<file path="config.mk">
export PLATFORM = sky130hd
export DESIGN_NAME = fixed_in_bin_weight
export DESIGN_NICKNAME = d
export VERILOG_FILES = /design/src/rtl/bnn_pkg.sv /design/src/rtl/bin_dot_product.sv /design/src/rtl/fixed_in_bin_weight.sv
export SDC_FILE = /design/constraint.sdc
export NUM_CORES = 1
export LEC_CHECK = 0
export ABC_AREA = 1
export BUFFER_PORTS_ARGS = -buffer_cell sky130_fd_sc_hd__buf_2
export CAP_MARGIN = 40
export CELL_PAD_IN_SITES_DETAIL_PLACEMENT = 2
export CELL_PAD_IN_SITES_GLOBAL_PLACEMENT = 2
export CORE_ASPECT_RATIO = 0.5
export CORE_UTILIZATION = 35
export CTS_CLUSTER_DIAMETER = 60
export CTS_CLUSTER_SIZE = 28
export DETAILED_ROUTE_END_ITERATION = 8
export HOLD_SLACK_MARGIN = 0.12
export PLACE_DENSITY_LB_ADDON = 0.1
export SLEW_MARGIN = 10
export SYNTH_ARGS = -nofsm -noshare
export SYNTH_HDL_FRONTEND = slang
export SYNTH_SLANG_ARGS = --single-unit
</file>
<file path="constraint.sdc">
create_clock -name clk -period 7.83 [get_ports clk]
set_input_delay 1.566 -clock clk [delete_from_list [all_inputs] [get_ports clk]]
set_output_delay 1.566 -clock clk [all_outputs]
set_load 0.005 [all_outputs]
</file>
<file path="src/rtl/bnn_pkg.sv">
// Shared constants and arithmetic helpers for the BinaryNet fixed-in/binary-weight layer.
// Used by the dot-product sub-module and the layer top.
package bnn_pkg;

    localparam int DEFAULT_INPUT_DIM  = 8;
    localparam int DEFAULT_OUTPUT_DIM = 4;
    localparam int DEFAULT_BIT_CNT    = 8;

    // Widest accumulator the saturation helper accepts.
    localparam int ACC_MAX = 64;

    // One extra bit beyond the growth of INPUT_DIM terms keeps negated minimums exact.
    function automatic int acc_width(input int in_dim, input int bits);
        return bits + $clog2(in_dim) + 1;
    endfunction

    function automatic logic signed [ACC_MAX-1:0] sat_to_bits(
        input logic signed [ACC_MAX-1:0] acc,
        input int unsigned               bits
    );
        logic signed [ACC_MAX-1:0] hi;
        logic signed [ACC_MAX-1:0] lo;
        hi = (64'sd1 <<< (bits - 1)) - 64'sd1;
        lo = -hi - 64'sd1;
        if (acc > hi) begin
            return hi;
        end else if (acc < lo) begin
            return lo;
        end else begin
            return acc;
        end
    endfunction

endpackage

</file>
<file path="src/rtl/bin_dot_product.sv">
// Full-precision binary-weight dot product for one neuron: conditional negate of each
// sign-extended activation followed by a balanced pairwise adder tree.
module bin_dot_product #(
    parameter int INPUT_DIM = 8,
    parameter int BIT_CNT   = 8,
    parameter int ACC_W     = 12
) (
    input  logic [INPUT_DIM-1:0][BIT_CNT-1:0] value_in,
    input  logic [INPUT_DIM-1:0]              weight_row,
    output logic signed [ACC_W-1:0]           sum
);

    localparam int LEAVES = 1 << $clog2(INPUT_DIM);

    // Heap-ordered tree: node 1 is the root, leaves sit at LEAVES..2*LEAVES-1.
    logic signed [ACC_W-1:0] node [1:2*LEAVES-1];

    for (genvar j = 0; j < LEAVES; j++) begin : g_leaf
        if (j < INPUT_DIM) begin : g_term
            logic signed [ACC_W-1:0] ext;
            assign ext = {{(ACC_W-BIT_CNT){value_in[j][BIT_CNT-1]}}, value_in[j]};
            assign node[LEAVES+j] = weight_row[j] ? ext : -ext;
        end else begin : g_pad
            assign node[LEAVES+j] = '0;
        end
    end

    for (genvar i = 1; i < LEAVES; i++) begin : g_add
        assign node[i] = node[2*i] + node[2*i+1];
    end

    assign sum = node[1];

endmodule

</file>
<file path="src/rtl/fixed_in_bin_weight.sv">
// Binary-weight fully-connected layer: one dot product per neuron, saturated to BIT_CNT
// and registered, producing a full output vector every clock.
module fixed_in_bin_weight #(
    parameter int INPUT_DIM  = bnn_pkg::DEFAULT_INPUT_DIM,
    parameter int OUTPUT_DIM = bnn_pkg::DEFAULT_OUTPUT_DIM,
    parameter int BIT_CNT    = bnn_pkg::DEFAULT_BIT_CNT
) (
    input  logic                               clk,
    input  logic                               rst,
    input  logic [INPUT_DIM-1:0][BIT_CNT-1:0]  value_in,
    input  logic [OUTPUT_DIM-1:0][INPUT_DIM-1:0] weight,
    output logic [OUTPUT_DIM-1:0][BIT_CNT-1:0] value_out
);

    import bnn_pkg::*;

    localparam int ACC_W = acc_width(INPUT_DIM, BIT_CNT);

    logic signed [ACC_W-1:0]           acc [OUTPUT_DIM];
    logic [OUTPUT_DIM-1:0][BIT_CNT-1:0] sat_val;

    for (genvar o = 0; o < OUTPUT_DIM; o++) begin : g_neuron
        bin_dot_product #(
            .INPUT_DIM (INPUT_DIM),
            .BIT_CNT   (BIT_CNT),
            .ACC_W     (ACC_W)
        ) u_dot (
            .value_in   (value_in),
            .weight_row (weight[o]),
            .sum        (acc[o])
        );

        assign sat_val[o] = BIT_CNT'(sat_to_bits({{(ACC_MAX-ACC_W){acc[o][ACC_W-1]}}, acc[o]},
                                                 BIT_CNT));
    end

    always_ff @(posedge clk) begin
        if (rst) begin
            value_out <= '0;
        end else begin
            value_out <= sat_val;
        end
    end

endmodule

</file>
* Word-level counts from Yosys, hierarchy flattened
Index checks and enable logic that the tools add are counted.
W data, S select, Z words.
** Storage, ports and cells
- Bits in registers :: 32
- Word-level logic and storage cells :: 96
- Output and inout bits :: 32
** Operators by class
- Order comparisons :: 8
- Reductions and logical operators :: 4
- Mux-type cells :: 40
- $add $sub $neg :: 36
** Operator list (count)
- $mux W12 :: 32
- $add A12 B12 Y12 :: 28
- $neg A8 Y12 :: 8
- $gt A12 B8 Y1 const B :: 4
- $lt A12 B8 Y1 const B :: 4
- $mux W8 :: 4
- $mux W7 :: 4
- $reduce_or A2 Y1 :: 4

* Logic depth before layout (Yosys ltp)
- Word-level depth :: 8
- Mapped depth :: 32

* Cells and area by module
Synthesis repeated with hierarchy kept, for this count alone.
** Second synthesis, totals
- Cells, all modules :: 2322
- Area, all modules :: 16150.5 um^2
** By module, submodules not included
- bin_dot_product at g_neuron[0].u_dot :: seq. area each 0.0 um^2, area an instance 3796.1 um^2, cells each 556, times used 1
- bin_dot_product at g_neuron[3].u_dot :: seq. area each 0.0 um^2, area an instance 3762.4 um^2, cells each 535, times used 1
- bin_dot_product at g_neuron[2].u_dot :: seq. area each 0.0 um^2, area an instance 3752.3 um^2, cells each 552, times used 1
- bin_dot_product at g_neuron[1].u_dot :: seq. area each 0.0 um^2, area an instance 3746.1 um^2, cells each 552, times used 1
- fixed_in_bin_weight :: seq. area each 640.6 um^2, area an instance 1093.5 um^2, cells each 127, times used 1

* Least setup slack after synthesis
No wires, ideal clock.
- Kind :: input-to-reg
- From :: in value_in[57] in the netlist's numbering
- To :: reg value_out[0] in the netlist's numbering
- Stages :: 26
- Library setup time :: 70 ps
- Arrival :: 6375 ps
- Buffers on the path :: 0
- Data required time :: 7760 ps
- Slack :: 1386 ps
- Cells stage by stage :: inv_1 -> ha_1 -> nand3_1 -> or2_2 -> o21ai_0 -> nand2_1 -> o21ai_0 -> fa_1 -> fa_1 -> fa_1 -> inv_1 -> fa_1 -> inv_1 -> ha_1 -> a21oi_1 -> nand2_1 -> a21oi_1 -> nor2_1 -> o21ai_0 -> nand2_1 -> xor2_1 -> nor2_1 -> nand3_1 -> nand3_2 -> nand2_2 -> a21oi_1
** Between the ends
- Word-level cells in the longest chain between the ends :: 8
** RTL lines
- from (decl) :: RTL line fixed_in_bin_weight.sv:10 : input logic [INPUT_DIM-1:0][BIT_CNT-1:0] value_in,
- $neg A8 Y12 :: RTL line bin_dot_product.sv:22 : assign node[LEAVES+j] = weight_row[j] ? ext : -ext;
- $mux W12 * :: RTL line bin_dot_product.sv:22
- $add A12 B12 Y12 * (3 in series) :: RTL line bin_dot_product.sv:29 : assign node[i] = node[2*i] + node[2*i+1];
- $lt A12 B8 Y1 :: RTL line bnn_pkg.sv:27 : end else if (acc < lo) begin
- $mux W8 :: RTL line bnn_pkg.sv:27
- $mux W7 * :: RTL line bnn_pkg.sv:25 : if (acc > hi) begin
- to (signal assigned) :: RTL line fixed_in_bin_weight.sv:41 : value_out <= sat_val;
- to (decl) :: RTL line fixed_in_bin_weight.sv:12 : output logic [OUTPUT_DIM-1:0][BIT_CNT-1:0] value_out
Every way passes the cells marked *; elsewhere a longest branch is shown, timed or not.
A chain may end at the register's enable or synchronous reset.

* Worst setup path after layout
- From :: in value_in[19] in the netlist's numbering
- To :: reg value_out[27] in the netlist's numbering
Same word-level chain as after synthesis.

==> flow_metrics.tcl <==
set metrics [dict create \
    first_global_vias 13700 \
    synth_flop_cell "dfxtp_1" \
    cap_violations 0 \
    async_reset_ff_frac 0 \
    h-tree-depth 2 \
    crit_fanout 8 \
    hold_violations 0 \
    cts_buffers 5 \
    cpMostUsedCell "nor2_1" \
    setup_viol 0 \
    post_drt_wl_per_cell_um 23.2 \
    grt_pass1_wl_mm 87.5 \
    yosysUniqueCellTypes 44 \
    yosysWarnings 0 \
    grt_use_total 0.302 \
    cts_tree "yes" \
    cp_top_family "adder cells" \
    largest_reg_flops 32 \
    cpPeakStageDelay_ns 0.58 \
    reg_top3 "value_out (32)" \
    finalMaxSlewViolations 0 \
    synth.ff_latch_count 32 \
    drive_gt1_frac 0.115 \
    crit_buf_inv 5 \
    critPathLaunchType "primary input" \
    coreArea_um2 37700 \
    ys_seq_area_frac 0.0474 \
    firstDrtPassIters 5 \
    synth.most_common_cell "inv_1" \
    cts_hold_buf 0 \
    synth.top_cell.area_share 0.364 \
    fmax_mhz 139 \
    via_count 13100 \
    fin_crit_ns 7.22 \
    status "finished, final reports clean" \
    synth_compound_area_frac 0.143 \
    max_slew_margin 0.437 \
    worst_path_max_delay_cell "fa_1" \
    synth.avg_cell_area_um2 7.12 \
    synth-simple-area-share 0.207 \
    finalCritPeriodShare 0.922 \
    synth_mux_area_frac 0 \
    area_delta_synth_final_pct 9.33 \
    grt_max_degree 21 \
    fillers 4643 \
    cts.clk_slew.worst_paths_ns 0.05 \
    yosys.area.top_type "fa_1" \
    synth_area_leaders "fa_1, inv_1, nand2_1" \
    multiInputGateArea_um2 11000 \
    fin_setup_tns_ns 0 \
    cp_num_cells 27 \
    first_iter_violations 934 \
    gp_congestion 0.926 \
    grt_setup_unrepaired "false" \
    dp_hpwl_mm 52.3 \
    clkSinkCount 32 \
    final_core_util 0.392 \
    vias_per_cell 5.21 \
    cts_setup_buffers 0 \
    hp-class "primary input to flip-flop" \
    dieArea_um2 39500 \
    syn_area_um2 13500 \
    crit_type "primary input to flip-flop" \
    gr-total-overflow 0 \
    design_area_um2 14800 \
    dpl-instance-area_um2 14600 \
    required_ns 7.99 \
    fin_nets 2384 \
    antenna_found_initial 0 \
    ant_nets 0 \
    end_kind "flip-flop" \
    synth_edf_count 0 \
    synthXorXnorAreaFrac 0.0535 \
    synth_nets 2290 \
    routed_wl_mm 58.4 \
    regArea_um2 641 \
    clockRootBuffer "clkbuf_16" \
    post_cts_resized 0 \
    rows 50 \
    clock_path_buffers 2 \
    start_util 0.358 \
    drcViolationCount 0 \
    die_x_um 280 \
    crit_path_end "value_out[27]$_SDFF_PP0_" \
    crit_arrival_ns 7.38 \
    fp.dieH_um 141 \
    synth_cells 1899 \
    synthAdderAreaFrac 0.408 \
    regMostFlops "value_out" \
    ios 130 \
    cp-startpoint "value_in[19]" \
    synth_top_family_by_area "adder cells" \
    worst_pin_slew_ns 0.844 \
    ys_top_cells_by_count "inv_1, nand2_1, o21ai_0" \
    portBuffers 129 \
]
## worst min-delay path by stage
stage | start | slack (ns) | cells past startpoint | end
4_1_cts | rst | 1.63 | 2 | value_out[31]$_SDFF_PP0_
2_1_floorplan | rst | 1.64 | 1 | value_out[15]$_SDFF_PP0_
6_report | rst | 1.63 | 2 | value_out[31]$_SDFF_PP0_
3_3_place_gp | rst | 1.90 | 2 | value_out[23]$_SDFF_PP0_
3_5_place_dp | rst | 1.91 | 2 | value_out[31]$_SDFF_PP0_
5_1_grt | rst | 1.63 | 2 | value_out[31]$_SDFF_PP0_
## cell type report
class	instances	share of cell area
Multi-Input combinational cell	1372	0.742
Tap cell	520	0.0440
Timing Repair Buffer	136	0.0472
Antenna cell	1	0.000169
Inverter	446	0.113
Sequential cell	32	0.0433
Clock buffer	8	0.00991
## routing by layer
metal,vias up,track usage,share of wire
met1,6783,0.470,0.50
met5,-,0,0
li1,5933,-,-
met3,24,0.0295,0.066
met2,373,0.465,0.43
met4,0,0.0302,0.0067
## cell families (layout without fill, tap and decap cells)
group,after synthesis,after routing
and+or+nand+nor,645,645
adders and majority gates,293,293
DFF,32,32
other,0,1
xor gates and xnor gates,80,80
buffers and inverters,495,590
AOI/OAI and AO/OA,354,354
## cells in the final DEF (no fill, tap or decap), drive strengths merged, types with 28 or more instances in the layout
cell	instances
dfxtp	32
inv	446
nand2	447
nand3	75
nor2	96
o21ai	274
xnor2	28
fa	246
xor2	52
a21oi	63
ha	47
buf	136
## per-stage QoR
step                setup WS (ns)  instances  hold WS (ns)
floorplan                    1.39       1899          1.64
global placement            0.502       2506          1.90
detailed placement          0.390       2506          1.91
CTS                         0.584       2514          1.63
global route                0.146       2514          1.63
finish                      0.610       2515          1.63
Power is not shown: default switching activity piles up to over one toggle a cycle in this logic, so the estimate is an artifact.
